==> src/rtl/game_round_controller.sv <==
// game_round_controller: memory-game round sequencer (sequence generation, level/lives/score, RAM port ownership)
module game_round_controller #(
   parameter int         MAX_LVL  = 5,
   parameter int         NUM_SYM  = 4,
   parameter int         LIVES    = 3,
   parameter logic [27:0] TIMEOUT = 28'd250000000,
   parameter logic [4:0] SEQ_ADDR = 5'd0
) (
   input  logic        clk,
   input  logic        rst,
   input  logic        start,
   input  logic        disp_done,
   input  logic        chk_correct,
   input  logic        chk_incorrect,
   input  logic        chk_ram_r,
   input  logic [4:0]  chk_ram_addr,
   output logic        ram_we,
   output logic        ram_re,
   output logic [4:0]  ram_addr,
   output logic [19:0] ram_wdata,
   output logic        disp_start,
   output logic        chk_go,
   output logic        chk_rst_n,
   output logic [2:0]  lvl,
   output logic [1:0]  lives_left,
   output logic [7:0]  score,
   output logic        won,
   output logic        lost
);
   typedef enum logic [3:0] {IDLE, GEN, WRITE, SHOW, WAIT_DISP, ARM, PLAY, LVL_UP, MISS, WIN, LOSE} state_t;
   state_t      state;
   logic [15:0] lfsr;
   logic [2:0]  idx;
   logic [27:0] cnt;
   // the RAM port belongs to the checker except during the single write cycle
   assign ram_re   = chk_ram_r & ~ram_we;
   assign ram_addr = ram_we ? SEQ_ADDR : chk_ram_addr;
   // free-running Fibonacci LFSR, taps 16,14,13,11
   always_ff @(posedge clk)
      lfsr <= !rst ? 16'hACE1 : {lfsr[14:0], lfsr[15] ^ lfsr[13] ^ lfsr[12] ^ lfsr[10]};
   // round FSM; strobes are set on entry to the state they belong to so they are registered
   always_ff @(posedge clk) begin
      if (!rst) begin
         state      <= IDLE;
         ram_we     <= 1'b0;
         ram_wdata  <= '0;
         disp_start <= 1'b0;
         chk_go     <= 1'b0;
         chk_rst_n  <= 1'b1;
         lvl        <= '0;
         lives_left <= '0;
         score      <= '0;
         won        <= 1'b0;
         lost       <= 1'b0;
         idx        <= '0;
         cnt        <= '0;
      end else begin
         ram_we     <= 1'b0;
         disp_start <= 1'b0;
         chk_go     <= 1'b0;
         chk_rst_n  <= 1'b1;
         case (state)
            IDLE, WIN, LOSE: if (start) begin
               state      <= GEN;
               won        <= 1'b0;
               lost       <= 1'b0;
               score      <= '0;
               lvl        <= 3'd1;
               lives_left <= 2'(LIVES);
               idx        <= '0;
            end
            GEN: if (lfsr[3:0] < 4'(NUM_SYM)) begin
               ram_wdata <= {ram_wdata[15:0], lfsr[3:0]};
               idx       <= idx + 3'd1;
               if (idx == 3'd4) begin
                  state  <= WRITE;
                  ram_we <= 1'b1;
               end
            end
            WRITE: begin
               state      <= SHOW;
               disp_start <= 1'b1;
            end
            SHOW: state <= WAIT_DISP;
            WAIT_DISP: if (disp_done) begin
               state  <= ARM;
               chk_go <= 1'b1;
            end
            ARM: begin
               cnt   <= '0;
               state <= PLAY;
            end
            PLAY: begin
               cnt <= cnt + 28'd1;
               if (chk_incorrect) state <= MISS;
               else if (cnt == TIMEOUT - 28'd1) begin
                  state     <= MISS;
                  chk_rst_n <= 1'b0;
               end else if (chk_correct) state <= LVL_UP;
            end
            LVL_UP: begin
               score <= (score == 8'hff) ? score : score + 8'd1;
               if (lvl == 3'(MAX_LVL)) begin
                  state <= WIN;
                  won   <= 1'b1;
               end else begin
                  lvl        <= lvl + 3'd1;
                  state      <= SHOW;
                  disp_start <= 1'b1;
               end
            end
            MISS: begin
               lives_left <= lives_left - 2'(lives_left != 2'd0);
               if (lives_left <= 2'd1) begin
                  state <= LOSE;
                  lost  <= 1'b1;
               end else begin
                  state      <= SHOW;
                  disp_start <= 1'b1;
               end
            end
            default: state <= IDLE;
         endcase
      end
   end
endmodule

==> config.mk <==
export PLATFORM = sky130hd
export DESIGN_NAME = game_round_controller
export DESIGN_NICKNAME = d
export VERILOG_FILES = /design/src/rtl/game_round_controller.sv
export SDC_FILE = /design/constraint.sdc
export NUM_CORES = 1
export LEC_CHECK = 0
export BUFFER_PORTS_ARGS = -buffer_cell sky130_fd_sc_hd__buf_2
export CAP_MARGIN = 5
export CORE_UTILIZATION = 35
export DETAILED_ROUTE_END_ITERATION = 16
export PLACE_DENSITY = 0.54
export SYNTH_ARGS = -nofsm -noshare
export SYNTH_HDL_FRONTEND = slang
export SYNTH_SLANG_ARGS = --single-unit
==> constraint.sdc <==
create_clock -name clk -period 2.5 [get_ports clk]
set_clock_uncertainty 0.05 [all_clocks]
set_input_delay 0.5 -clock clk [delete_from_list [all_inputs] [get_ports clk]]
set_output_delay 0.5 -clock clk [all_outputs]
set_load 0.01 [all_outputs]
==> results summary <==
The highest-delay cell along the critical path is sky130_fd_sc_hd__dfxtp_1. The share of total power consumed by net switching came out at 29.4%. The number of gates given a new drive strength after cts came out at 0. Clock latency on the worst-skew pair, taken at its later pin, is 350 ps. The count of final max-slew check failures is 0. The residual overflow from global routing came out at 0. The leakage power came out at 0.00186 uW. The ratio of total power to cell area came out at 768 mW/mm^2. The post-route minimum period came out at 2270 ps.

The clock power share came out at 39.2%. The cell at the root of the clock tree is sky130_fd_sc_hd__clkbuf_16. The clock transition at the registers of the reported paths is 70 ps. The number of antenna violations at the first check in global routing came out at 0. The repair_antennas step left the layout with diodes totalling 0. The total via count in the routed design is 3747. After detailed routing, the total wire length is 9970 um. The layout has 1165 filler cells.

The number of maximum-capacitance constraint violations came out at 0. The library cells used most frequently in the layout, excluding fill and tap cells, are sky130_fd_sc_hd__dfxtp_1 (90), sky130_fd_sc_hd__nand2_1 (67), sky130_fd_sc_hd__a21oi_1 (58), sky130_fd_sc_hd__buf_2 (56). The post-route netlist has 17.9% of its cells at a drive strength greater than 1.

The cell area after synthesis came out at 0.00413 mm^2. The initial core utilization is 36.0%. The pin count of the biggest net entering global routing is 38. The row count came out at 39. Setup violations remaining at the end of the flow were counted as 0.

The arrival time reported for the critical path endpoint came out at 2490 ps. Input and output buffers added on the ports amount to 56. The largest stage delay on the critical path came out at 620 ps. Summed over all failing endpoints, the final setup total negative slack is 0 ps. The number of hold-repair buffers added at the cts stage is 0. The classification of the worst-slack hold path is in -> reg.

The flow ran to the end, and the final reports show no timing, DRC or antenna violations. The per-cell routed wire length came out at 14.2 um. The area added between synthesis and finish came out at 19.0%.

The worst slack after detailed placement came out at 281 ps. The number of distinct library cell variants in the gate-level netlist after synthesis came out at 58. For this design the top-level I/O count stands at 57. The ratio of final minimum period to clock period came out at 90.8%. The average via count per standard cell is 5.34.

The total of flip-flops plus latches after synthesis came out at 90. The total global-route track usage is 16.6%. The remaining number of nets flagged by the antenna check after routing came out at 0. The die covers 0.0122 mm^2. For the worst setup path, the data required time is 2720 ps.

The critical path start-end classification is reg -> reg. The number of global-route vias before repair came to 3358. The count of nets after finishing is 573. The cell depth of the worst hold path is 3. The TritonCTS clock tree is built. The most common cell after layout, fill and taps aside is sky130_fd_sc_hd__dfxtp_1. The number of hold-slack violations in the final timing report came out at 0. Counting flops with an async set or reset pin after synthesis yields a share of 0%. The peak ir drop on the vdd network came out at 0.479 mV. The width of the die came out at 111 um. The worst setup path is launched from a flip-flop.

Setup repair after global routing left no endpoint under its margin. The first global-routing pass estimated 16500 um of wire. The number of warnings issued by yosys is 0.

The count of clock tree sinks came out at 90. The number of DRC markers after the initial detailed-route iteration came out at 285. The fraction of the yosys area taken by sequential cells is 43.7%. The number of buffers added for setup after CTS is 0. The number of cells on the worst reg-to-reg path came out at 5. At the end of routability-driven placement, the weighted congestion stood at 0.836.

The most used flip-flop cell after synthesis is sky130_fd_sc_hd__dfxtp_1. The endpoint type of the worst setup path is a flip-flop. Each instance of the synthesized netlist takes up on average 8.25 um^2. The net count after synthesis is 518. The combinational group share of total power came out at 18.1%. The transition time at the pin with the least slew margin came out at 826 ps.

The clock tree synthesis step divided the H-tree into 3 levels. The critical path goes through xor2_1, or3_4, a21o_1, or4_1, a21oi_1. The count of flip-flops with a built-in enable after synthesis came out at 0. In this run the tightest slew margin relative to its limit is 44.7%. The detailed-router iteration count before antenna repair came out at 4. Cell internal power was estimated by the tool at 2660 uW.

The clock tree buffer depth came out at 2. The floorplan step defined a core boundary enclosing 0.0115 mm^2. The half-perimeter wire length of the detailed placement result is 6830 um. The DRC violation count after routing is 0. The reported net switching power came out at 1110 uW. The instance count of the mapped netlist is 500. The final design utilization is 42.8%. The maximum clock frequency is 441 MHz.

The worst-case setup margin in the final layout is 230 ps. The highest fanout seen on the critical path is 15. The share of power burned in registers came out at 42.6%.

Measured along the y axis, the die boundary spans 111 um. The number of buffers inserted during clock tree synthesis is 9.
[cells in the mapped netlist (3+ instances only)]
cell type	number	share of area (%)
sky130_fd_sc_hd__or3_1	7	1.1
sky130_fd_sc_hd__clkbuf_1	20	1.8
sky130_fd_sc_hd__buf_2	6	0.73
sky130_fd_sc_hd__nor2b_1	8	1.2
sky130_fd_sc_hd__nor2_1	32	2.9
sky130_fd_sc_hd__nand4_1	11	1.7
sky130_fd_sc_hd__and3_1	7	1.1
sky130_fd_sc_hd__xnor2_1	3	0.64
sky130_fd_sc_hd__and2_1	10	1.5
sky130_fd_sc_hd__nand4b_1	3	0.64
sky130_fd_sc_hd__nor3_1	8	0.97
sky130_fd_sc_hd__xor2_1	3	0.64
sky130_fd_sc_hd__o31ai_1	7	1.3
sky130_fd_sc_hd__or4_1	4	0.73
sky130_fd_sc_hd__nand2b_1	12	1.8
sky130_fd_sc_hd__nand3_1	20	2.4
sky130_fd_sc_hd__a211oi_1	4	0.73
sky130_fd_sc_hd__dfxtp_1	90	44
sky130_fd_sc_hd__a21oi_1	58	7.0
sky130_fd_sc_hd__ha_1	6	1.8
sky130_fd_sc_hd__mux2i_1	4	0.97
sky130_fd_sc_hd__a311oi_1	3	0.64
sky130_fd_sc_hd__nor4_1	7	1.1
sky130_fd_sc_hd__o21ai_0	32	3.9
sky130_fd_sc_hd__a31oi_1	13	2.0
sky130_fd_sc_hd__inv_1	11	1.0
sky130_fd_sc_hd__a21o_1	3	0.55
sky130_fd_sc_hd__nand2_1	67	6.1
[power by group through the flow]
stage                     clock network, uW  registers, uW  logic [uW]
after CTS                              1530           1610         682
after detailed placement                  0           1640         679
final                                  1480           1610         682
after global placement                    0           1630         672
after global routing                   1580           1620         760
after floorplan                           0           1600         529
[cells by family after synthesis]
group           synth area share [%]
flops                           43.7
mux                             1.24
buf+inv                         4.00
simple gates                    28.9
xor+xnor                        1.27
fa+ha+maj                       1.82
compound gates                  19.0
[critical path: cells and delay by family (launching register included)]
family	cells	cell delay [ps]
simple gates	2	890
flops	1	620
compound gates	2	470
xor+xnor	1	170
[final cells by class]
type	instances	area, um^2	area share [%]
multi-input cells	370	2160	44.0
flip-flops and latches	90	1800	36.7
repair buffers	72	400	8.16
clock buffers	9	225	4.59
well taps	143	179	3.65
clock inverters	6	97.6	1.99
inverters	12	45.0	0.918
[stage by stage]
step	hold WS (ps)	instance area, um^2	cells	power [uW]
floorplan	336	4130	500	2130
global placement	347	4580	687	2300
detailed placement	341	4580	687	2320
CTS	335	4910	702	3820
global route	340	4910	702	3960
finish	343	4910	702	3770
[path summary, 6_finish.rpt]
path             start  endpoint  slack, ps
min          disp_done    chk_go        340
max reg2reg   state[1]  score[5]        230
max           state[1]  score[5]        230
min reg2reg    lfsr[4]   lfsr[5]        360
[state kept, by name, indices dropped and copies added, names as in the netlist]
signal	count
chk_go	1
chk_rst_n	1
cnt	28
disp_start	1
idx	3
lfsr	16
lives_left	2
lost	1
lvl	3
ram_wdata	20
ram_we	1
score	8
state	4
won	1
[routing by layer]
metal	vias to the layer above	global-route usage [%]	share of wire, %
met5	-	0	0
met4	0	6.40	1.3
met3	10	4.88	4.0
met2	76	26.0	46
met1	1757	21.5	48
li1	1904	-	-
(Power assumes the default switching activity.)
